**config.mk**
```make
export PLATFORM = sky130hd
export DESIGN_NAME = hazard_scoreboard
export DESIGN_NICKNAME = d
export VERILOG_FILES = /design/src/rtl/hazard_scoreboard.sv
export SDC_FILE = /design/constraint.sdc
export NUM_CORES = 1
export LEC_CHECK = 0
export CAP_MARGIN = 10
export CORE_ASPECT_RATIO = 2
export CORE_UTILIZATION = 52
export CTS_CLUSTER_SIZE = 20
export DETAILED_ROUTE_END_ITERATION = 10
export PLACE_DENSITY = 0.81
export SLEW_MARGIN = 0
export SYNTH_ARGS = -nofsm -noshare
export SYNTH_HDL_FRONTEND = slang
export SYNTH_SLANG_ARGS = --single-unit
```
**constraint.sdc**
```tcl
create_clock -name clk -period 3.2 [get_ports clk]
set_clock_uncertainty 0.1 [all_clocks]
set_input_delay 0.48 -clock clk [delete_from_list [all_inputs] [get_ports clk]]
set_output_delay 0.48 -clock clk [all_outputs]
set_load 0.05 [all_outputs]
```
**src/rtl/hazard_scoreboard.sv**
```systemverilog
// rtl/hazard_scoreboard.sv - register-pending scoreboard that raises ID-stage stalls on RAW hazards
//
// Purpose:
//   Tracks one down-counter per architectural register. A nonzero counter
//   means that register still has a write in flight. An instruction in ID
//   stalls while any register it reads is pending.
//
// Ports:
//   clk             - clock; all state updates on the rising edge
//   rst             - synchronous active-high reset
//   issue_valid     - an instruction is present in ID
//   src1, src2      - source register indices (src2 only when has_two_src)
//   has_two_src     - src2 is read by the instruction
//   dest, wb_en     - destination index and its write enable
//   is_load         - instruction is a memory load
//   ignore_hazard   - skip detection for this instruction; it is still recorded
//   flush           - squash the instruction in ID this cycle
//   hazard_detected - combinational stall request for ID/IF
//   pending_mask    - per-register pending flags, straight from state
//   busy            - any register pending
//   stall_count     - saturating count of stalled cycles
module hazard_scoreboard #(
  parameter int REG_W    = 4,
  parameter int NUM_REGS = 16,
  parameter int DEPTH    = 2,
  parameter int FWD_EN   = 0,
  parameter int LOAD_LAT = 1
) (
  input  logic                clk,
  input  logic                rst,
  input  logic                issue_valid,
  input  logic [REG_W-1:0]    src1,
  input  logic [REG_W-1:0]    src2,
  input  logic                has_two_src,
  input  logic [REG_W-1:0]    dest,
  input  logic                wb_en,
  input  logic                is_load,
  input  logic                ignore_hazard,
  input  logic                flush,
  output logic                hazard_detected,
  output logic [NUM_REGS-1:0] pending_mask,
  output logic                busy,
  output logic [15:0]         stall_count
);

  localparam int            CW      = $clog2(DEPTH + 1);
  localparam bit            FWD     = (FWD_EN != 0);
  localparam logic [CW-1:0] DEPTH_C = CW'(DEPTH);
  localparam logic [CW-1:0] LOAD_C  = CW'(LOAD_LAT);

  logic [CW-1:0] cnt_q [NUM_REGS];
  logic [CW-1:0] cnt_d [NUM_REGS];
  logic [15:0]   stall_q;
  logic [15:0]   stall_d;

  logic          issue;
  logic          load_en;
  logic [CW-1:0] load_val;

  // Pending flags come only from registered counters, so busy and the mask
  // never see a combinational path from the inputs.
  for (genvar r = 0; r < NUM_REGS; r++) begin : g_pend
    assign pending_mask[r] = (cnt_q[r] != '0);
  end

  assign busy        = |pending_mask;
  assign stall_count = stall_q;

  // Detection uses pre-edge state, so an instruction's own dest can never
  // stall itself.
  assign hazard_detected = issue_valid & ~ignore_hazard & ~flush &
                           (pending_mask[src1] | (has_two_src & pending_mask[src2]));

  assign issue = issue_valid & wb_en & ~hazard_detected & ~flush;

  // With forwarding, only loads leave a gap the bypass network cannot cover.
  assign load_en  = issue & (~FWD | is_load);
  assign load_val = FWD ? LOAD_C : DEPTH_C;

  always_comb begin
    for (int r = 0; r < NUM_REGS; r++) begin
      cnt_d[r] = cnt_q[r];
      if (cnt_q[r] != '0) begin
        cnt_d[r] = cnt_q[r] - CW'(1);
      end
      // A fresh issue to the same register overrides the decrement.
      if (load_en && (dest == REG_W'(r))) begin
        cnt_d[r] = load_val;
      end
    end
  end

  always_comb begin
    stall_d = stall_q;
    if (hazard_detected && (stall_q != 16'hFFFF)) begin
      stall_d = stall_q + 16'd1;
    end
  end

  always_ff @(posedge clk) begin
    if (rst) begin
      for (int r = 0; r < NUM_REGS; r++) begin
        cnt_q[r] <= '0;
      end
      stall_q <= '0;
    end else begin
      for (int r = 0; r < NUM_REGS; r++) begin
        cnt_q[r] <= cnt_d[r];
      end
      stall_q <= stall_d;
    end
  end

endmodule

```
==> flow_summary.toml <==
[outcome]
status = "completed"

[global_route]
grt_antenna_before_repair = 0
grt_start_max_net_pins = 40
grt_pass1_wl_mm = 11.7
overflow = 0
grt_pass1_vias = 2541
grt_util_all_layers = 0.284

[finish]
nFillCells = 412
postLayoutCellArea_um2 = 3480
syn_to_final_growth_pct = 28.3
drive_gt1_frac = 0.161
fin_nets = 400
fin_cells = 436
antenna_cells = 0
final_util = 0.702

[worst_setup_path]
slowest_delay_ns = 0.56
crit_path_cell_trace = "clkdlybuf4s50_1 -> mux4_2 -> o311ai_2 -> a311oi_2 -> buf_4 -> nor2_4 -> nor2_1 -> buf_4"
criticalPathCategory = "primary input to output port"
path_buf_inv = 3
r2r_end = "cnt_q[1][14]$_SDFFE_PP0N_"
slowest_stage = "mux4_2"
reg2reg_setup_slack_ns = 0.52
cp_top_family = "buffers and inverters"
critPathLaunchType = "primary input"
worst-path-max-fanout = 8
end_kind = "output port"
arrival_ns = 2.58
required_ns = 2.62
worst_path_most_repeated_cell = "buf_4"
worst_r2r_startpoint = "cnt_q[1][5]$_SDFFE_PP0P_"
rr_worst_depth = 10

[clock_network]
cts_tree = "built"
cts.clk_slew.worst_paths_ns = 0.09
cts_buffers = 5
worst_skew_pair.late_latency_ns = 0.30
cts-root-buf = "clkbuf_8"
cts_sinks = 48
holdBufCountCts = 0
h-tree-depth = 2
cts_buffer_depth = 2

[worst_hold_path]
hp-class = "flip-flop to flip-flop"
min_delay_worst_endpoint = "cnt_q[0][4]$_SDFFE_PP0N_"
holdPathStages = 2
min-delay-start = "cnt_q[0][5]$_SDFFE_PP0P_"

[routing]
wl_mm = 7.33
drt_iter0_drc = 49
firstDrtPassIters = 4
vias = 2600
drc = 0
antenna_left = 0
via_per_inst = 5.96
post_drt_wl_per_cell_um = 16.8

[logic_synthesis]
async_flop_share = 0
syn_avg_cell_area_um2 = 8.47
syn_area_um2 = 2710
ys_ff_latch = 48
seq_area_frac_synth = 0.354
synthesis.nets = 341
synth_cell_type_count = 61
synth-edff-count = 0
synth_warnings = 0
synthFlopType = "dfxtp_1"
syn_inst = 320

[floorplan]
die-area_um2 = 5520
core_area_um2 = 4950
die_y_um = 104
num_io_pins = 54
core.rowCount = 36
initial_core_util = 0.547
die_x_um = 53.1

[power]
p_per_area_nw_per_um2 = 362
ir_drop_mv = 0.498
p_leak_uw = 0.00136

[place]
hpwlAfterDp_mm = 5.72
gp_congestion = 0.813
placed_area_um2 = 3340
io_buffers = 52
dp.cells = 429

[timing]
period_minus_slack_ns = 3.16
hold_violations = 0
finalSetupViolations = 0
rsz0062_at_grt = "false"
slew_viol_final = 0
maxClockFrequency_mhz = 317
max_slew_margin = 0.663
tightest_slew_ns = 0.504
finalSetupTns_ns = 0
period_share = 0.986

[run]
maxCapViolations = 0
-- synthesized netlist by cell type, types with 5 or more instances --
master | number | area, um^2
nand3_1 | 8 | 40.0
nor2b_1 | 8 | 50.1
or4_1 | 6 | 45.0
a31oi_1 | 5 | 31.3
dfxtp_1 | 48 | 961
nor3_1 | 10 | 50.1
nor2_1 | 36 | 135
clkbuf_1 | 10 | 37.5
nor3b_1 | 6 | 45.0
nand4_1 | 6 | 37.5
inv_1 | 22 | 82.6
o21ai_0 | 10 | 50.1
a21oi_1 | 8 | 40.0
a211oi_1 | 5 | 37.5
nand2_1 | 35 | 131
mux2_2 | 5 | 56.3
nor4_1 | 5 | 31.3
-- registers in the layout (all words and copies together) (netlist names) --
signal / cells
stall_count: 16
cnt_q: 32
-- worst max path at each step --
| stage | start | depth (start not counted) | slack [ns] | to |
|---|---|---|---|---|
| after CTS | src2[0] | 8 | 0.02 | hazard_detected |
| after detailed placement | src2[0] | 9 | 0.01 | cnt_q[0][14]$_SDFFE_PP0N_ |
| after floorplan | src1[1] | 7 | 0.18 | hazard_detected |
| final | src2[0] | 8 | 0.04 | hazard_detected |
| after global routing | src2[0] | 8 | 0.009 | hazard_detected |
| after global placement | src2[1] | 11 | 0.02 | cnt_q[0][14]$_SDFFE_PP0N_ |
-- through the flow --
step / power [uW] / hold slack, ns / setup slack, ns
after floorplan: 704 / 0.337 / 0.176
after global placement: 768 / 0.348 / 0.0180
after detailed placement: 770 / 0.364 / 0.0133
after CTS: 1270 / 0.380 / 0.0155
after global routing: 1300 / 0.406 / 0.00923
final: 1260 / 0.376 / 0.0443
-- cell type report --
cell class | count | area [um^2] | area share
flip-flops and latches | 48 | 961 | 0.276
clock buffers | 5 | 68.8 | 0.0198
repair buffers | 68 | 639 | 0.184
well taps | 57 | 71.3 | 0.0205
inverters | 24 | 90.1 | 0.0259
multi-input cells | 232 | 1590 | 0.457
clock inverters | 2 | 60.1 | 0.0173
-- per-layer routing --
metal  up-vias  part of all wire  GRT usage
met5         -                 0          0
met4         0             0.041      0.173
met3        17             0.030     0.0351
met2        79              0.57      0.536
met1      1215              0.35      0.264
li1       1289                 -          -
-- layout by cell type (no fill, tap or decap), types with 3 or more instances in the layout --
cell type,instances
clkdlybuf4s50_1,49
dfxtp_1,48
nor2_1,36
nand2_1,35
inv_1,22
buf_4,17
nor3_1,10
o21ai_0,10
a21oi_1,8
nor2b_1,8
nand3_1,8
nor3b_1,6
or4_1,6
nand4_1,6
a31oi_1,5
a211oi_1,5
nor4_1,5
mux2_2,5
clkbuf_8,5
or2_2,4
nand3b_1,4
a32o_1,4
a2111oi_2,4
o22ai_1,4
nor2_4,3
o311ai_0,3
nand2b_1,3
and3_1,3
o31ai_1,3
o32ai_2,3
o211a_1,3
-- what timing repair did --
item / CTS / global route
endpoints found under the setup margin: 1 / 1
pin swaps: 0 / 1
setup buffers: 0 / 0
gates cloned: 0 / 0
gates resized for setup: 1 / 2
-- logic make-up after synthesis --
| kind of cell | share of synthesized area |
|---|---|
| flip-flops | 0.354 |
| AND/OR/NAND/NOR | 0.315 |
| adder cells (fa/ha/maj) | 0.00461 |
| AO/OA/AOI/OAI | 0.210 |
| buffers and inverters | 0.0618 |
| multiplexers | 0.0549 |
-- worst reg2reg max path: cells and delay by family (launching register included) --
kind | cells | cell delay (ns)
AND/OR/NAND/NOR | 2 | 0.36
flip-flops | 1 | 0.34
buffers and inverters | 3 | 0.48
multiplexers | 1 | 0.51
AO/OA/AOI/OAI | 4 | 0.79
-- power breakdown --
| part | total, uW | leakage, uW | switching [uW] | internal [uW] |
|---|---|---|---|---|
| clock network | 503 | 0.0000642 | 196 | 307 |
| registers | 600 | 0.000387 | 1.61 | 598 |
| logic | 158 | 0.000911 | 93.9 | 64.0 |
| total | 1260 | 0.00136 | 291 | 970 |
(Power assumes the default switching activity.)
